--- src/rtl/fp_mul_round_norm.sv ---
`default_nettype none
// ============================================================================
// Module   : fp_mul_round_norm
// Function : FP32 multiplier back-end: normalise, RNE round, range/special pack
// Revision : 1.0
// ============================================================================
module fp_mul_round_norm #(
    parameter int          EXP_W = 10,
    parameter logic [31:0] QNAN  = 32'h7FC00000
) (
    input  logic             clk,
    input  logic             rst_n,
    input  logic             in_valid,
    output logic             in_ready,
    input  logic             in_sign,
    input  logic [EXP_W-1:0] in_exp,
    input  logic [47:0]      in_mant,
    input  logic             in_zero,
    input  logic             in_inf,
    input  logic             in_nan,
    output logic             out_valid,
    input  logic             out_ready,
    output logic [31:0]      out,
    output logic [3:0]       out_flags
);

    localparam logic signed [EXP_W+1:0] C_EXP_MAX = (EXP_W+2)'(255);
    localparam logic signed [EXP_W+1:0] C_EXP_MIN = '0;

    // Stage 1 registers (normalised significand, stored without hidden bit)
    logic             r_s1_valid;
    logic             r_s1_sign;
    logic [EXP_W:0]   r_s1_exp;
    logic [22:0]      r_s1_frac;
    logic             r_s1_g;
    logic             r_s1_s;
    logic             r_s1_zero;
    logic             r_s1_inf;
    logic             r_s1_nan;

    // Stage 2 (output) registers
    logic             r_out_valid;
    logic [31:0]      r_out;
    logic [3:0]       r_flags;

    logic                    w_s1_adv;
    logic                    w_in_fire;
    logic [EXP_W:0]          w_s1_exp;
    logic                    w_round_up;
    logic [23:0]             w_rnd;
    logic signed [EXP_W+1:0] w_exp_rnd;
    logic [31:0]             w_res;
    logic [3:0]              w_flags;

    assign w_s1_adv  = r_s1_valid && (!r_out_valid || out_ready);
    assign in_ready  = !r_s1_valid || w_s1_adv;
    assign w_in_fire = in_valid && in_ready;

    assign w_s1_exp = {in_exp[EXP_W-1], in_exp} + {{EXP_W{1'b0}}, in_mant[47]};

    always_ff @(posedge clk) begin
        if (!rst_n) begin
            r_s1_valid <= 1'b0;
        end else begin
            if (in_ready) begin
                r_s1_valid <= in_valid;
            end
            if (w_in_fire) begin
                r_s1_sign <= in_sign;
                r_s1_exp  <= w_s1_exp;
                r_s1_frac <= in_mant[47] ? in_mant[46:24] : in_mant[45:23];
                r_s1_g    <= in_mant[47] ? in_mant[23] : in_mant[22];
                r_s1_s    <= in_mant[47] ? (|in_mant[22:0]) : (|in_mant[21:0]);
                r_s1_zero <= in_zero;
                r_s1_inf  <= in_inf;
                r_s1_nan  <= in_nan;
            end
        end
    end

    // The hidden bit is always 1, so a carry out of the 23-bit fraction is
    // exactly the significand wrapping to 2.0; the fraction is then zero.
    assign w_round_up = r_s1_g && (r_s1_s || r_s1_frac[0]);
    assign w_rnd      = {1'b0, r_s1_frac} + {23'd0, w_round_up};
    assign w_exp_rnd  = {r_s1_exp[EXP_W], r_s1_exp} + {{(EXP_W+1){1'b0}}, w_rnd[23]};

    always_comb begin
        w_res   = '0;
        w_flags = '0;
        if (r_s1_nan) begin
            w_res = QNAN;
        end else if (r_s1_inf && r_s1_zero) begin
            w_res   = QNAN;
            w_flags = 4'b1000;
        end else if (r_s1_inf) begin
            w_res = {r_s1_sign, 8'hFF, 23'd0};
        end else if (r_s1_zero) begin
            w_res = {r_s1_sign, 31'd0};
        end else if (w_exp_rnd >= C_EXP_MAX) begin
            w_res   = {r_s1_sign, 8'hFF, 23'd0};
            w_flags = 4'b0101;
        end else if (w_exp_rnd <= C_EXP_MIN) begin
            w_res   = {r_s1_sign, 31'd0};
            w_flags = 4'b0011;
        end else begin
            w_res   = {r_s1_sign, w_exp_rnd[7:0], w_rnd[22:0]};
            w_flags = {3'b000, r_s1_g || r_s1_s};
        end
    end

    always_ff @(posedge clk) begin
        if (!rst_n) begin
            r_out_valid <= 1'b0;
            r_out       <= '0;
            r_flags     <= '0;
        end else if (w_s1_adv) begin
            r_out_valid <= 1'b1;
            r_out       <= w_res;
            r_flags     <= w_flags;
        end else if (out_ready) begin
            r_out_valid <= 1'b0;
        end
    end

    assign out_valid = r_out_valid;
    assign out       = r_out;
    assign out_flags = r_flags;

endmodule
`default_nettype wire

--- config.mk ---
export PLATFORM = sky130hd
export DESIGN_NAME = fp_mul_round_norm
export DESIGN_NICKNAME = d
export VERILOG_FILES = /design/src/rtl/fp_mul_round_norm.sv
export SDC_FILE = /design/constraint.sdc
export NUM_CORES = 1
export LEC_CHECK = 0
export BUFFER_PORTS_ARGS = -buffer_cell sky130_fd_sc_hd__clkbuf_2
export CAP_MARGIN = 40
export CORE_UTILIZATION = 46
export CTS_BUF_LIST = sky130_fd_sc_hd__clkbuf_8
export CTS_CLUSTER_DIAMETER = 30
export DETAILED_ROUTE_END_ITERATION = 10
export PLACE_DENSITY = 0.69
export SYNTH_ARGS = -nofsm -noshare
export SYNTH_HDL_FRONTEND = slang
export SYNTH_SLANG_ARGS = --single-unit
export TNS_END_PERCENT = 30
--- constraint.sdc ---
create_clock -name clk -period 6.3 [get_ports clk]
set_input_delay 0 -clock clk [delete_from_list [all_inputs] [get_ports clk]]
set_output_delay 0 -clock clk [all_outputs]
set_load 0.01 [all_outputs]
-- Yosys cells after proc, flatten, opt, wreduce, memory -nomap -nowiden
Cells that the tools add are included.
Widths: inputs -> output; s select.
- register bits: 78
- input bits: 66
- logic and storage cells: 48
- $add $sub $neg: 3
- $lt $le $gt $ge: 2
- muxes and demuxes: 17
- reduce and logical (&&, ||, !) cells: 14
- operator list (kind ; count):
    $mux 31 ; 4
    $mux 32 ; 2
    $add 23x1->24 ; 1
    $mux 23 ; 1
    $reduce_or 23->1 ; 1
    $reduce_or 22->1 ; 1
    $add 11x2->12 ; 1
    $ge 12x9->1 const B ; 1
    $le 12x1->1 const B ; 1
    $add 10x2->11 ; 1
    $mux 3 ; 3
    $mux 4 ; 2
    $logic_and 1x1->1 ; 4
    $logic_or 1x1->1 ; 4
    $mux 1 ; 4
    $logic_not 1->1 ; 2
    $mux 2 ; 1
    $reduce_and 2->1 ; 1
    $reduce_bool 2->1 ; 1

-- Longest topological paths before layout
- depth in word-level cells: 11
- depth in mapped cells: 16

-- Least setup slack after synthesis
OpenSTA, ideal clock, no wires.
- path type: flip-flop to flip-flop
- start: register r_s1_frac[6]
- end: register r_out[22] (netlist: out[22])
- library setup time: 116 ps
- arrival: 3247 ps
- path slack: 2937 ps
- cell stages (with the launch flop): 13
- buffers on the path: 2
- clock period less this slack: 3363 ps
- cell sequence: edfxtp_1 nand4_4 or4_4 buf_6 nor4_1 ha_1 ha_1 buf_6 and4_1 nor3_1 a2111o_1 and3_1 a31o_2
- longest elaborated chain between the ends: 9
- elaborated cells between the ends (all ways): 10
- RTL lines (what ; RTL line ; source):
    start, declared ; 34 ; logic [22:0] r_s1_frac;
    start signal, assigned ; 71 ; r_s1_frac <= in_mant[47] ? in_mant[46:24] : in_mant[45:23];
    $add 23x1->24 * ; 84 ; assign w_rnd = {1'b0, r_s1_frac} + {23'd0, w_round_up};
    $add 11x2->12 ; 85 ; assign w_exp_rnd = {r_s1_exp[EXP_W], r_s1_exp} + {{(EXP_W+1){1'b0}}, w_rnd[23]};
    $le 12x1->1 ; 102 ; end else if (w_exp_rnd <= C_EXP_MIN) begin
    $mux 31 ; 102 ;
    $mux 31 * ; 99 ; end else if (w_exp_rnd >= C_EXP_MAX) begin
    $mux 31 * ; 97 ; end else if (r_s1_zero) begin
    $mux 31 * ; 95 ; end else if (r_s1_inf) begin
    $mux 32 * ; 92 ; end else if (r_s1_inf && r_s1_zero) begin
    $mux 32 * ; 90 ; if (r_s1_nan) begin
    end signal, assigned ; 118 ; r_out <= w_res;
    end, declared ; 43 ; logic [31:0] r_out;
Mark *: on every way between the ends. The rest lies on a longest branch, timed or not.
A chain may end at the register's enable or synchronous reset.

-- Worst setup path after layout
- start: register r_s1_frac[9]
- end: register r_out[12] (netlist: out[12])
The elaborated chain is that of the path after synthesis.

==> impl_metrics.csv <==
group,metric,value,unit
logic_synthesis,synth_xor_area_frac,0.0731,
logic_synthesis,syn_area,0.00407,mm²
placed_design,dpl_cell_area,0.00459,mm²
logic_synthesis,synth_ff_type,"edfxtp_1",
floorplanning,die_w,96.1,µm
logic_synthesis,synthesis.nets,454,
sta,post-route-min-period,3770,ps
routing,detail-route-antenna-nets,0,
logic_synthesis,ys_warn_count,0,
worst_setup_path,r2r-start,"r_s1_frac[9]",
cells_and_area,final_cell_mix,"clkbuf_2 (103), dlygate4sd3_1 (49), edfxtp_1 (40)",
placed_design,place_ws,2580,ps
cells_and_area,layout_commonest_cell,"clkbuf_2",
worst_setup_path,path_max_fanout,17,
run_status,status,"finished, final reports clean",
routing,via_per_inst,5.46,
sta,min_period_over_period,0.599,
placed_design,dp_hpwl,6840,µm
routing,drt_pass1_iterations,5,
routing,wl,9750,µm
worst_setup_path,path_cells,"nand3_1 > or4_4 > nor4_1 > ha_1 > ha_1 > and4_1 > o2111a_1 > or3_1 > nand4_4 > o31ai_1",
worst_setup_path,path_common_cell,"ha_1",
min_path,hp-class,"in -> reg",
logic_synthesis,syn_inst,382,
routing,wl_per_cell,15.3,µm
floorplanning,rows,33,
cells_and_area,diodes,0,
cells_and_area,final_cell_area,0.00527,mm²
cells_and_area,post-route-util,0.629,
sta,worst-slew-pin-transition,910,ps
sta,tns,0,ps
worst_setup_path,start_kind,"flop",
placed_design,port_buffers,103,
global_routing,first_global_vias,3240,
logic_synthesis,synthMuxAreaShare,0.0688,
cells_and_area,final_layout_size_suffix_gt1_frac,0.291,
floorplanning,die_h,96.1,µm
logic_synthesis,synth_simple_gate_area_frac,0.202,
clocking,clk_latency,340,ps
logic_synthesis,synth_edf_count,40,
run,maxCapViolCount,0,
worst_setup_path,r2r_end,"out[12]",
sta,fin_skew,6.64,ps
global_routing,track_usage,0.218,
logic_synthesis,ys_seq_area_frac,0.482,
logic_synthesis,synth_top_area_cell,"edfxtp_1",
routing,vias,3475,
cells_and_area,num-nets-final,599,
floorplanning,io_pins,104,
worst_setup_path,cp.arrival,4020,ps
logic_synthesis,synth_area_leaders,"edfxtp_1 (30%), dfxtp_1 (19%), mux2_2 (6.6%)",
logic_synthesis,syn_area_per_cell,10.7,µm²
clocking,numCtsBuffers,9,
sta,final_max_slew_viol_count,0,
power,p_leak,2.03,nW
global_routing,grt_max_degree,41,
cells_and_area,syn2layout_area_growth,29.5,%
logic_synthesis,synth_top_area_frac,0.295,
floorplanning,die-area,0.00923,mm²
worst_setup_path,worstRegToRegCells,10,
global_routing,grt-ovfl-total,0,
min_path,hold-path-cell-count,2,
logic_synthesis,synth_cell_types,51,
min_path,hp-start,"in_mant[35]",
routing,route.detailed.drc,0,
logic_synthesis,synthArstFlopShare,0,
clocking,path_clk_slew,80,ps
worst_setup_path,worstSetupPathType,"reg -> reg",
global_routing,grt_pass1_wl,15200,µm
logic_synthesis,synth_top_family_by_area,"simple AND/OR/NAND/NOR gates",
worst_setup_path,ff2ff_setup_slack,2530,ps
floorplanning,initial_utilization,0.486,
clocking,clock_tree.root_cell,"clkbuf_8",
clocking,cts_tree,"built",
power,vdd_ir_drop_max,0.101,mV
min_path,whs_endpoint,"r_s1_frac[12]",
global_routing,grt_antenna_before_repair,0,
logic_synthesis,synth_compound_area_frac,0.115,
worst_setup_path,max_stage_delay,620,ps
logic_synthesis,synthAdderAreaFrac,0.0184,
logic_synthesis,synth_seq_cells,78,
sta,rsz0062_at_grt,"false",
floorplanning,core_area,0.00838,mm²
worst_setup_path,cp_slowest_cell,"or4_4",
sta,setup_viol,0,
routing,dr.first_iter.drc_count,142,
power,power_density,201,mW/mm²
sta,max_freq,265,MHz
clocking,clockBufferDepth,2,
clocking,h-tree-depth,3,
sta,slew_headroom,0.392,
clocking,cts.sinks,78,
placed_design,gp_congestion,0.832,
worst_setup_path,end_kind,"flop",
sta,setup_slack,2530,ps
sta,final_hold_viol_count,0,
worst_setup_path,critPathRequiredTime,6540,ps
==> registers in the layout, summed over array words and instances, names as in the netlist <==
signal / count
r_s1_frac: 23
r_s1_s: 1
r_s1_valid: 1
r_s1_exp: 11
r_s1_nan: 1
r_s1_g: 1
out_flags: 4
r_s1_zero: 1
out: 32
r_s1_sign: 1
out_valid: 1
r_s1_inf: 1
==> through the flow <==
stage	power, mW	cells	hold slack, ps
floorplan	0.645	382	98.9
global placement	0.688	572	179
detailed placement	0.690	572	179
CTS	1.07	636	0.479
global route	1.10	637	9.64
finish	1.06	637	18.1
==> report_power, final <==
group          internal [mW]  switching, mW  leakage (nW)
combinational         0.0699         0.0614          1.25
sequential             0.556         0.0187         0.684
clock                  0.180          0.177        0.0964
==> how the worst max path moves through the flow <==
stage,start,to,cells past startpoint
final,r_s1_frac[9],out[12],10
after global routing,r_s1_frac[9],out[12],10
after CTS,r_s1_frac[9],out[11],10
after detailed placement,r_s1_frac[6],out[11],10
after global placement,r_s1_frac[6],out[11],10
after floorplan,r_s1_frac[6],out[22],12
==> worst max-delay path: cells and delay by family, from the launching register on <==
kind	cells	cell delay [ps]
flops	1	410
simple gates	6	2010
compound gates	2	570
fa+ha+maj	2	680
==> cell usage after synthesis (8+ instances only) <==
master and n:
edfxtp_1 40, inv_1 10, nor3_1 13, a21oi_1 9, nand3_1 34, nand2_1 31, o31ai_1 14, nor4_1 11
dfxtp_1 38, nor2_1 19, nand4_1 9, xor2_1 10, xnor2_1 24, clkbuf_1 8, o21ai_0 14, mux2_2 24
==> layout make-up <==
| class | instances | area (µm²) |
|---|---|---|
| clock buffer | 9 | 124 |
| clock inverter | 7 | 65.1 |
| fill | 706 | 3110 |
| inverter | 10 | 37.5 |
| multi-input combinational | 275 | 1940 |
| sequential | 78 | 1960 |
| tap | 105 | 131 |
| timing repair buffer | 153 | 1010 |
==> repair_timing <==
| item | 4_1_cts | 5_1_grt |
|---|---|---|
| hold buffers | 48 | 1 |
| endpoints found under the hold margin | 40 | 1 |
| buffers inserted | 0 | 0 |
| gates resized for setup | 0 | 0 |
==> metal layers <==
layer	track usage	vias to the layer above	part of all wire
met3	0.0387	11	0.061
met2	0.363	136	0.49
met5	0	-	0
li1	-	1727	-
met4	0.0746	0	0.0093
met1	0.285	1601	0.44
==> kinds of logic after synthesis <==
| kind of cell | Yosys count |
|---|---|
| buffers and inverters | 29 |
| adders and majority gates | 6 |
| AOI/OAI and AO/OA | 62 |
| xor gates and xnor gates | 34 |
| and+or+nand+nor | 148 |
| muxes | 25 |
| DFF | 78 |
Note: power is estimated with default switching activity, not from simulation.
